<file path="src/rtl/l2_way_select_if.sv">
// l2_way_select_if
// Bundles the lookup request, registered response and PLRU commit signals
// between the L2 controller / tag comparator (master) and l2_way_select (slave).
//   lookup_valid/ready, lookup_index, hit_vec, valid_vec : lookup request
//   resp_valid/ready, resp_hit, resp_way, multi_hit      : registered response
//   commit, commit_index, commit_way                     : PLRU update
interface l2_way_select_if #(
    parameter int unsigned index_width = 1
);
    logic                   lookup_valid;
    logic                   lookup_ready;
    logic [index_width-1:0] lookup_index;
    logic [7:0]             hit_vec;
    logic [7:0]             valid_vec;
    logic                   resp_valid;
    logic                   resp_ready;
    logic                   resp_hit;
    logic [2:0]             resp_way;
    logic                   multi_hit;
    logic                   commit;
    logic [index_width-1:0] commit_index;
    logic [2:0]             commit_way;

    modport master (
        output lookup_valid, lookup_index, hit_vec, valid_vec,
        output resp_ready, commit, commit_index, commit_way,
        input  lookup_ready, resp_valid, resp_hit, resp_way, multi_hit
    );

    modport slave (
        input  lookup_valid, lookup_index, hit_vec, valid_vec,
        input  resp_ready, commit, commit_index, commit_way,
        output lookup_ready, resp_valid, resp_hit, resp_way, multi_hit
    );
endinterface

</file>
<file path="src/rtl/l2_way_select.sv">
// l2_way_select
// Way resolution and replacement for the 8-way L2. Qualifies the tag match
// vector with the set's valid bits and returns a registered hit/miss, way
// (hit way or victim way) and sticky multi-hit flag. Holds a 7-bit tree PLRU
// per set, updated only through the commit port.
//   clk     : clock, rising edge
//   reset_n : synchronous active-low reset
//   bus     : l2_way_select_if slave (lookup, response, commit)
module l2_way_select #(
    parameter int unsigned index_width = 1
) (
    input  logic            clk,
    input  logic            reset_n,
    l2_way_select_if.slave  bus
);
    localparam int unsigned NUM_SETS = 1 << index_width;

    logic       resp_valid_q, resp_valid_d;
    logic       resp_hit_q,   resp_hit_d;
    logic [2:0] resp_way_q,   resp_way_d;
    logic       multi_hit_q,  multi_hit_d;
    logic [6:0] plru_q [NUM_SETS];
    logic [6:0] plru_d [NUM_SETS];

    logic       accept;
    logic [7:0] qual;
    logic       any_hit;
    logic       many_hit;
    logic [2:0] hit_way;
    logic       any_invalid;
    logic [2:0] invalid_way;
    logic [6:0] lk_plru;
    logic [2:0] plru_way;
    logic [6:0] upd;
    logic [3:0] upd_pair;
    logic [3:0] lk_pair;

    assign bus.lookup_ready = !resp_valid_q || bus.resp_ready;
    assign bus.resp_valid   = resp_valid_q;
    assign bus.resp_hit     = resp_hit_q;
    assign bus.resp_way     = resp_way_q;
    assign bus.multi_hit    = multi_hit_q;

    assign accept = bus.lookup_valid && bus.lookup_ready;

    // PLRU next state; the lookup below reads plru_d so a same-cycle commit
    // to the looked-up set is already reflected in the victim.
    always_comb begin
        for (int unsigned s = 0; s < NUM_SETS; s++) begin
            plru_d[s] = plru_q[s];
        end
        upd      = plru_q[bus.commit_index];
        upd[0]   = !bus.commit_way[2];
        if (bus.commit_way[2]) begin
            upd[2] = !bus.commit_way[1];
        end else begin
            upd[1] = !bus.commit_way[1];
        end
        upd_pair = upd[6:3];
        upd_pair[bus.commit_way[2:1]] = !bus.commit_way[0];
        upd[6:3] = upd_pair;
        if (bus.commit) begin
            plru_d[bus.commit_index] = upd;
        end
    end

    // Lowest qualified match, multi-match detect, lowest invalid way.
    always_comb begin
        qual        = bus.hit_vec & bus.valid_vec;
        any_hit     = |qual;
        many_hit    = |(qual & (qual - 8'd1));
        hit_way     = '0;
        any_invalid = ~&bus.valid_vec;
        invalid_way = '0;
        for (int unsigned i = 8; i > 0; i--) begin
            if (qual[i-1]) begin
                hit_way = 3'(i - 1);
            end
            if (!bus.valid_vec[i-1]) begin
                invalid_way = 3'(i - 1);
            end
        end
    end

    // Tree walk: root picks the half, p[1]/p[2] the quad, p[3..6] the way.
    always_comb begin
        lk_plru     = plru_d[bus.lookup_index];
        lk_pair     = lk_plru[6:3];
        plru_way[2] = lk_plru[0];
        plru_way[1] = lk_plru[0] ? lk_plru[2] : lk_plru[1];
        plru_way[0] = lk_pair[plru_way[2:1]];
    end

    always_comb begin
        resp_valid_d = resp_valid_q;
        resp_hit_d   = resp_hit_q;
        resp_way_d   = resp_way_q;
        multi_hit_d  = multi_hit_q;
        if (accept) begin
            resp_valid_d = 1'b1;
            resp_hit_d   = any_hit;
            multi_hit_d  = multi_hit_q || many_hit;
            if (any_hit) begin
                resp_way_d = hit_way;
            end else if (any_invalid) begin
                resp_way_d = invalid_way;
            end else begin
                resp_way_d = plru_way;
            end
        end else if (bus.resp_ready) begin
            resp_valid_d = 1'b0;
        end
    end

    always_ff @(posedge clk) begin
        if (!reset_n) begin
            resp_valid_q <= 1'b0;
            resp_hit_q   <= 1'b0;
            resp_way_q   <= '0;
            multi_hit_q  <= 1'b0;
            plru_q       <= '{default: '0};
        end else begin
            resp_valid_q <= resp_valid_d;
            resp_hit_q   <= resp_hit_d;
            resp_way_q   <= resp_way_d;
            multi_hit_q  <= multi_hit_d;
            plru_q       <= plru_d;
        end
    end
endmodule

</file>
<file path="src/flat_wrapper.sv">
// flat-port wrapper written by rule: the top's interface ports become plain ports
module l2_way_select_flat 
#(
    parameter int unsigned index_width = 1
)
  (clk, reset_n, bus_lookup_valid, bus_lookup_index, bus_hit_vec, bus_valid_vec, bus_resp_ready, bus_commit, bus_commit_index, bus_commit_way, bus_lookup_ready, bus_resp_valid, bus_resp_hit, bus_resp_way, bus_multi_hit);
  l2_way_select_if #(.index_width(index_width)) bus_i ();
  input  logic clk;
  input  logic reset_n;
  input wire logic [$bits(bus_i.lookup_valid)-1:0] bus_lookup_valid;
  input wire logic [$bits(bus_i.lookup_index)-1:0] bus_lookup_index;
  input wire logic [$bits(bus_i.hit_vec)-1:0] bus_hit_vec;
  input wire logic [$bits(bus_i.valid_vec)-1:0] bus_valid_vec;
  input wire logic [$bits(bus_i.resp_ready)-1:0] bus_resp_ready;
  input wire logic [$bits(bus_i.commit)-1:0] bus_commit;
  input wire logic [$bits(bus_i.commit_index)-1:0] bus_commit_index;
  input wire logic [$bits(bus_i.commit_way)-1:0] bus_commit_way;
  output wire logic [$bits(bus_i.lookup_ready)-1:0] bus_lookup_ready;
  output wire logic [$bits(bus_i.resp_valid)-1:0] bus_resp_valid;
  output wire logic [$bits(bus_i.resp_hit)-1:0] bus_resp_hit;
  output wire logic [$bits(bus_i.resp_way)-1:0] bus_resp_way;
  output wire logic [$bits(bus_i.multi_hit)-1:0] bus_multi_hit;
  assign bus_i.lookup_valid = bus_lookup_valid;
  assign bus_i.lookup_index = bus_lookup_index;
  assign bus_i.hit_vec = bus_hit_vec;
  assign bus_i.valid_vec = bus_valid_vec;
  assign bus_i.resp_ready = bus_resp_ready;
  assign bus_i.commit = bus_commit;
  assign bus_i.commit_index = bus_commit_index;
  assign bus_i.commit_way = bus_commit_way;
  assign bus_lookup_ready = bus_i.lookup_ready;
  assign bus_resp_valid = bus_i.resp_valid;
  assign bus_resp_hit = bus_i.resp_hit;
  assign bus_resp_way = bus_i.resp_way;
  assign bus_multi_hit = bus_i.multi_hit;
  l2_way_select #(.index_width(index_width)) u_core (.clk(clk), .reset_n(reset_n), .bus(bus_i));
endmodule
</file>
<file path="config.mk">
export PLATFORM = sky130hd
export DESIGN_NAME = l2_way_select_flat
export DESIGN_NICKNAME = d
export VERILOG_FILES = /design/src/rtl/l2_way_select_if.sv /design/src/rtl/l2_way_select.sv /design/src/flat_wrapper.sv
export SDC_FILE = /design/constraint.sdc
export NUM_CORES = 1
export LEC_CHECK = 0
export BUFFER_PORTS_ARGS = -buffer_cell sky130_fd_sc_hd__buf_4
export CORE_MARGIN = 2
export CORE_UTILIZATION = 25
export DETAILED_ROUTE_END_ITERATION = 6
export MAX_ROUTING_LAYER = met4
export PLACE_DENSITY = 0.51
export REMOVE_ABC_BUFFERS = 1
export SYNTH_ARGS = -nofsm -noshare
export SYNTH_HDL_FRONTEND = slang
export SYNTH_SLANG_ARGS = --single-unit
export TNS_END_PERCENT = 1
</file>
<file path="constraint.sdc">
create_clock -name clk -period 2.65 [get_ports clk]
set_clock_uncertainty 0.05 [all_clocks]
set_input_delay 0.3975 -clock clk [delete_from_list [all_inputs] [get_ports clk]]
set_output_delay 0.3975 -clock clk [all_outputs]
set_load 0.02 [all_outputs]
</file>
### After elaboration in Yosys (flattened, before gate mapping)

Cells that the tools add are included.

* add/subtract/negate cells: 1
* magnitude comparators: 6
* mux-type cells: 38
* bitwise logic cells: 4
* reductions and logical operators: 13

Operator list (count)
* 3-bit 2-to-1 mux: 18
* 7-bit 2-to-1 mux: 7
* 8-bit AND: 2
* 8-bit OR reduction: 2
* 14-bit bitwise mux: 1
* 14-bit 2-to-1 mux: 1
* 8-bit AND reduction: 1
* 8-bit by 1-bit subtractor with 8-bit output, second input constant: 1
* 7-bit demux with 1-bit select: 1
* 1-bit 2-to-1 mux: 7
* 2-bit by 3-bit less-than comparator with 1-bit output, second input constant: 2
* 4-bit bitwise mux: 1
* 2-bit >= comparator, second input constant: 2
* 1-bit logical NOT: 4
* 1-bit NOT with 2-bit output: 2
* 1-bit logical AND: 3
* 1-bit binary-select mux with 2-bit select: 1
* 1-bit demux with 2-bit select: 1
* 2-bit by 1-bit >= comparator with 1-bit output, second input constant: 1
* 1-bit logical OR: 2
* 2-bit by 1-bit less-than comparator with 1-bit output, second input constant: 1
* 2-bit nonzero test: 1

* flip-flop bits (word level): 20
* input port bits: 26
* output and inout bits: 7
* logic and storage cells: 68

### Longest topological paths before layout

Gate-level depths: netlist (run 1).

* word-level depth: 15
* mapped depth: 8

### Least setup slack after synthesis (run 1)

No wires, ideal clock.

* path kind: input to register
* start point: in bus_lookup_index
* end point: reg u_core.resp_way_q[0] (netlist: u_core.bus.resp_way[0])
* library setup time: 0.132 ns
* arrival time: 1.806 ns
* required time: 2.468 ns
* path slack: 0.662 ns
* stages on the path: 8
* path buffers: 1
* path through: buf_6 > mux2i_1 > a221oi_2 > nand2_2 > mux4_2 > a21oi_2 > a2111oi_2 > a211oi_2

* word-level cells in the longest chain between the ends: 9

RTL lines
* start, declared: line flat_wrapper.sv:11 `input wire logic [$bits(bus_i.lookup_index)-1:0] bus_lookup_index;`
* 1-bit NOT with 2-bit output (not written as such) (*): line l2_way_select.sv:87 `lk_plru = plru_d[bus.lookup_index];`
* 7-bit 2-to-1 mux (not written as such) (*) (3 in series): line l2_way_select.sv:87
* 1-bit 2-to-1 mux: line l2_way_select.sv:90 `plru_way[1] = lk_plru[0] ? lk_plru[2] : lk_plru[1];`
* 1-bit binary-select mux with 2-bit select (*): line l2_way_select.sv:91 `plru_way[0] = lk_pair[plru_way[2:1]];`
* 1-bit 2-to-1 mux (not written as such) (*): line l2_way_select.sv:91
* 3-bit 2-to-1 mux (*): line l2_way_select.sv:105 `end else if (any_invalid) begin`
* 3-bit 2-to-1 mux (*): line l2_way_select.sv:103 `if (any_hit) begin`
* end signal, assigned: line l2_way_select.sv:125 `resp_way_q <= resp_way_d;`
* end, declared: line l2_way_select.sv:20 `logic [2:0] resp_way_q, resp_way_d;`

Every way passes the cells marked *; elsewhere a longest branch is shown, timed or not. The select of a mux whose other input is x is not followed.
A chain may end at the register's enable or synchronous reset.

### Worst setup path in the final report (run 1)

* start point: reg u_core.plru_q[7] in the netlist's numbering
* end point: reg u_core.resp_way_q[0] (netlist: u_core.bus.resp_way[0])

* word-level cells in the longest chain between the ends: 10

RTL lines
* start, declared: line l2_way_select.sv:22 `logic [6:0] plru_q [NUM_SETS];`
* start signal, assigned: line l2_way_select.sv:127 `plru_q <= plru_d;`
* 14-bit bitwise mux: line l2_way_select.sv:63 `plru_d[bus.commit_index] = upd;`
* 14-bit 2-to-1 mux (*): line l2_way_select.sv:62 `if (bus.commit) begin`
* 7-bit 2-to-1 mux (not written as such) (*) (3 in series): line l2_way_select.sv:87
* 1-bit 2-to-1 mux: line l2_way_select.sv:90
* 1-bit binary-select mux with 2-bit select (*): line l2_way_select.sv:91
* 1-bit 2-to-1 mux (not written as such) (*): line l2_way_select.sv:91
* 3-bit 2-to-1 mux (*): line l2_way_select.sv:105
* 3-bit 2-to-1 mux (*): line l2_way_select.sv:103

Marks and branches as above.

==> results.json, run 1 <==
{
  "cts_sinks": 20,
  "fillers": 593,
  "ys.flop_type": "dfxtp_1",
  "finalHoldViolations": 0,
  "rsz0062_at_grt": "no",
  "cts_setup_buffers": 0,
  "dpl.hpwl_um": 2873,
  "synthTopCellsByArea": "dfxtp_1, nand2_1, a21boi_1",
  "maxSlewHeadroom": 0.7847,
  "synth-edff-count": 0,
  "cts_buffers": 3,
  "clockBufferDepth": 2,
  "die_h_um": 79.37,
  "coreArea_mm2": 0.005507,
  "cts_tree": "done",
  "ys_seq_area_frac": 0.2819,
  "peakVddDrop_v": 0.0001943,
  "insertion_delay_ps": 260,
  "async_flop_share": 0,
  "fmax_mhz": 509.8,
  "syn_avg_cell_area_um2": 7.760,
  "seq_area_um2": 400.4,
  "cts_resized": 0,
  "drive_above_1_share": 0.2358,
  "cp.arrival_ps": 2050,
  "dieWidth_um": 79.37,
  "path_class": "flip-flop to flip-flop",
  "dr.first_iter.drc_count": 65,
  "syn_area_mm2": 0.001420,
  "gr-total-overflow": 0,
  "yosysTopAreaCell": "dfxtp_1",
  "grt_pass1_wl_um": 6210,
  "crit_fanout": 6,
  "final_common_cell": "nand2_1",
  "holdBufCountCts": 0,
  "slew_viol_final": 0,
  "gp_congestion": 0.8157,
  "synth-seq-cells": 20,
  "netlist-cell-type-count": 50,
  "endpoint_kind": "flip-flop",
  "grt_max_degree": 23,
  "wirelength_um": 3652,
  "start_util": 0.2579,
  "synth_top_area_share": 0.2819,
  "route.detailed.drc": 0,
  "num_antenna_cells": 0,
  "multiInputGateArea_um2": 950.9,
  "final_cell_mix": "nand2_1, buf_4, dfxtp_1",
  "via_per_inst": 4.792,
  "grt.total_usage": 0.1256,
  "syn_to_final_growth_pct": 23.44,
  "netlist_instances": 183,
  "status": "complete, no violations",
  "fin_tns_setup_ps": 0,
  "wl_per_cell_um": 12.86,
  "min_path_type": "input port to flip-flop",
  "h-tree-depth": 1,
  "fin_crit_sh": 0.7402,
  "antenna_found_initial": 0,
  "start_kind": "flip-flop",
  "fin_nets": 240,
  "hold_ws_ps": 336.5,
  "grt_pass1_vias": 1318,
  "drt_first_pass_iters": 4,
  "critPathRequiredTime_ps": 2740,
  "yosysWarnings": 0,
  "fin_crit_ps": 1961,
  "cts-root-buf": "clkbuf_8",
  "power_leakage_nw": 0.6886,
  "path_clk_slew_ps": 70,
  "worst_pin_slew_ps": 320.2,
  "power_density_mw_per_mm2": 407.7,
  "dieArea_mm2": 0.006300,
  "row_count": 27,
  "vias": 1361,
  "max_cap_viol_count": 0,
  "portBuffers": 32,
  "ios": 33,
  "detail-route-antenna-nets": 0,
  "setup_viol": 0
}
[state kept, by name, summed over array words and instances (netlist names)]
name	flops
u_core.bus.resp_valid	1
u_core.bus.resp_hit	1
u_core.plru_q	14
u_core.bus.resp_way	3
u_core.bus.multi_hit	1
[synthesized netlist by cell type, types with 2 or more instances]
cell and instances:
nand2_1 33, dfxtp_1 20, a21oi_1 12, and2_1 11, nor2_1 11, a21boi_1 10
inv_1 6, mux2i_1 6, o21ai_1 6, nand2b_1 5, mux2_2 4, nand3_1 4
clkbuf_1 3, nand4_1 3, nor3_1 3, nor3b_1 3, o211ai_1 3, a211oi_1 2
a22oi_1 2, buf_6 2, nor2b_1 2, o21a_1 2, o21ai_0 2, o22ai_1 2
[worst max-delay path, stage by stage, from the launching register on]
cell	delay, ps
dfxtp_1	360
nor2_1	70
a221oi_2	310
nand2_2	180
mux4_2	390
a21oi_2	40
a2111oi_2	360
a211oi_2	70
[layer usage]
metal | global-route usage | share of wire | up-vias
li1 | - | - | 712
met1 | 0.1700 | 0.52 | 618
met2 | 0.1966 | 0.43 | 26
met3 | 0.01697 | 0.042 | 5
met4 | 0.03621 | 0.012 | 0
met5 | - | 0 | -
[logic make-up after synthesis]
family | after synthesis | synth area share
xor+xnor | 1 | 0.006169
compound gates | 53 | 0.2678
buf+inv | 14 | 0.04845
simple gates | 82 | 0.2872
mux | 13 | 0.1084
flops | 20 | 0.2819
[through the flow]
| stage | setup slack (ps) | power [mW] | instances | instance area, um^2 | util |
|---|---|---|---|---|---|
| 2_1_floorplan | 789.6 | 0.4326 | 177 | 1381 | - |
| 3_3_place_gp | 471.3 | 0.5184 | 281 | 1712 | 0.3108 |
| 3_5_place_dp | 440.2 | 0.5184 | 281 | 1712 | 0.3108 |
| 4_1_cts | 678.1 | 0.7250 | 284 | 1753 | 0.3183 |
| 5_1_grt | 546.6 | 0.7558 | 284 | 1753 | 0.3183 |
| 6_report | 688.5 | 0.7146 | 284 | 1753 | 0.3183 |
[power breakdown]
group	internal, mW	switching, mW
combinational	0.0852	0.104
clock	0.101	0.103
sequential	0.314	0.00750
[worst paths after layout]
kind	end	slack [ps]	startpoint	cells past startpoint
worst min register to register	u_core.bus.multi_hit$_SDFFE_PN0P_	430	u_core.bus.multi_hit$_SDFFE_PN0P_	1
worst min-delay path	u_core.bus.resp_valid$_SDFFE_PN0P_	340	bus_lookup_valid	3
worst max register to register	u_core.bus.resp_way[0]$_SDFFE_PN0P_	690	u_core.plru_q[7]$_SDFF_PN0_	7
worst max-delay path	u_core.bus.resp_way[0]$_SDFFE_PN0P_	690	u_core.plru_q[7]$_SDFF_PN0_	7
[final cells by class]
class,count,share of cell area
repair buffers,32,0.1370
clock buffers,3,0.02355
flip-flops and latches,20,0.2284
inverters,8,0.01713
multi-input cells,149,0.5425
well taps,72,0.05139
Power figures use the tool's default switching activity.
==> run 2, diff against run 1 <==
==> constraint.sdc (replaced) <==
create_clock -name clk -period 1.9 [get_ports clk]
set_clock_uncertainty 0.05 [all_clocks]
set_input_delay 0.285 -clock clk [delete_from_list [all_inputs] [get_ports clk]]
set_output_delay 0.285 -clock clk [all_outputs]
set_load 0.02 [all_outputs]
==> results.json, run 2 (synthesized netlist as in run 1, its figures left out) <==
{
  "status": "complete, no violations",
  "r2r-start": "u_core.plru_q[7]$_SDFF_PN0_",
  "path_clk_slew_ps": 80,
  "cts_sinks": 20,
  "startpoint": "u_core.plru_q[7]$_SDFF_PN0_",
  "drt-met1-wl_um": 1849,
  "placed_cells": 299,
  "fillers": 608,
  "portBuffers": 32,
  "drive_above_1_share": 0.3247,
  "worstHoldStart": "bus_lookup_valid",
  "fin_tns_setup_ps": 0,
  "multiInputGateArea_um2": 974.7,
  "maxUsedRoutingLayer": "met4",
  "layout_setup_ws_ps": 114.1,
  "start_util": 0.2579,
  "peakVddDrop_v": 0.0002529,
  "seq_area_um2": 402.9,
  "start_kind": "flip-flop",
  "final_common_cell": "buf_4",
  "rsz0062_at_grt": "no",
  "wl_per_cell_um": 12.32,
  "path_class": "flip-flop to flip-flop",
  "row_count": 27,
  "finalInstanceArea_mm2": 0.001948,
  "grt_pass1_vias": 1354,
  "dr.first_iter.drc_count": 26,
  "min_path_type": "input port to flip-flop",
  "insertion_delay_ps": 260,
  "ios": 33,
  "wl_met3_um": 155,
  "drt_first_pass_iters": 4,
  "cts_buffers": 3,
  "max_cap_viol_count": 0,
  "critPathRequiredTime_ps": 2040,
  "holdBufCountCts": 0,
  "wirelength_um": 3733,
  "gr-total-overflow": 0,
  "grt.total_usage": 0.1243,
  "final_cells": 303,
  "cts-root-buf": "clkbuf_8",
  "dpl.hpwl_um": 2959,
  "fin_crit_sh": 0.9399,
  "fin_util": 0.3538,
  "power_leakage_nw": 0.7918,
  "final_cell_mix": "buf_4, nand2_1, dfxtp_1",
  "fin_crit_ps": 1786,
  "grt_pass1_wl_um": 6127,
  "syn_to_final_growth_pct": 37.18,
  "pre_cts_ws_ps": -127.5,
  "largest_register": "u_core.plru_q",
  "via_per_inst": 4.772,
  "fmax_mhz": 560.0,
  "slew_viol_final": 0,
  "worst_pin_slew_ps": 262.0,
  "largest_reg_flops": 14,
  "setup_viol": 0,
  "dieArea_mm2": 0.006300,
  "die_h_um": 79.37,
  "power_density_mw_per_mm2": 609.1,
  "power_mw": 1.187,
  "finalHoldViolations": 0,
  "dieWidth_um": 79.37,
  "cts_tree": "done",
  "crit_fanout": 3,
  "cts_setup_buffers": 0,
  "hold_ws_ps": 222.9,
  "dpl_cell_area_mm2": 0.001847,
  "gp_congestion": 0.8173,
  "h-tree-depth": 1,
  "endpoint_kind": "flip-flop",
  "antenna_found_initial": 0,
  "num_antenna_cells": 0,
  "vias": 1446,
  "maxSlewHeadroom": 0.8242,
  "grt_max_degree": 23,
  "route.detailed.drc": 0,
  "coreArea_mm2": 0.005507,
  "detail-route-antenna-nets": 0,
  "cp.arrival_ps": 1930,
  "clockBufferDepth": 2,
  "fin_nets": 258,
  "dr_wl_met2_um": 1711
}
run 2: cell count changes in the layout (fill, tap and decap cells not counted), moves of 2 or more:
cell	delta
nand2_2	+2
buf_4	+17
dfxtp_2	+2
dfxtp_1	-2
nand2_1	-2
run 2: cell type report:
| cell class | instances | share of cell area |
|---|---|---|
| well taps | 72 | 0.04624 |
| flip-flops and latches | 20 | 0.2068 |
| repair buffers | 50 | 0.1946 |
| clock buffers | 3 | 0.02119 |
| multi-input cells | 149 | 0.5003 |
| clock inverters | 1 | 0.01541 |
| inverters | 8 | 0.01541 |
run 2: repair_timing:
item	CTS	global route
endpoints found under the setup margin	0	2
hold endpoints to repair	0	0
gates resized for setup	0	8
run 2: routing by layer:
metal,track usage,up-vias
li1,-,748
met1,0.1559,673
met2,0.2119,23
met3,0.02715,2
met4,0.01552,0
met5,-,-
run 2: final timing paths:
check / slack (ps) / endpoint / cells past startpoint
setup / recovery: 110 / u_core.bus.resp_way[0]$_SDFFE_PN0P_ / 7
hold / removal: 220 / u_core.bus.resp_valid$_SDFFE_PN0P_ / 3
setup reg to reg: 110 / u_core.bus.resp_way[0]$_SDFFE_PN0P_ / 7
hold reg to reg: 430 / u_core.bus.multi_hit$_SDFFE_PN0P_ / 1
run 2: critical path: stages (launching register included):
cell and delay [ps]:
dfxtp_2 350, mux2i_1 80, a221oi_2 280, nand2_2 130, mux4_2 450, a21oi_2 170, a2111oi_4 60, a211oi_2 150
run 2: where the power goes:
| part | leakage, nW | internal (mW) | total (mW) | switching, mW |
|---|---|---|---|---|
| clock network | 0.0357 | 0.281 | 0.434 | 0.152 |
| logic | 0.592 | 0.150 | 0.305 | 0.154 |
| registers | 0.164 | 0.438 | 0.448 | 0.0101 |
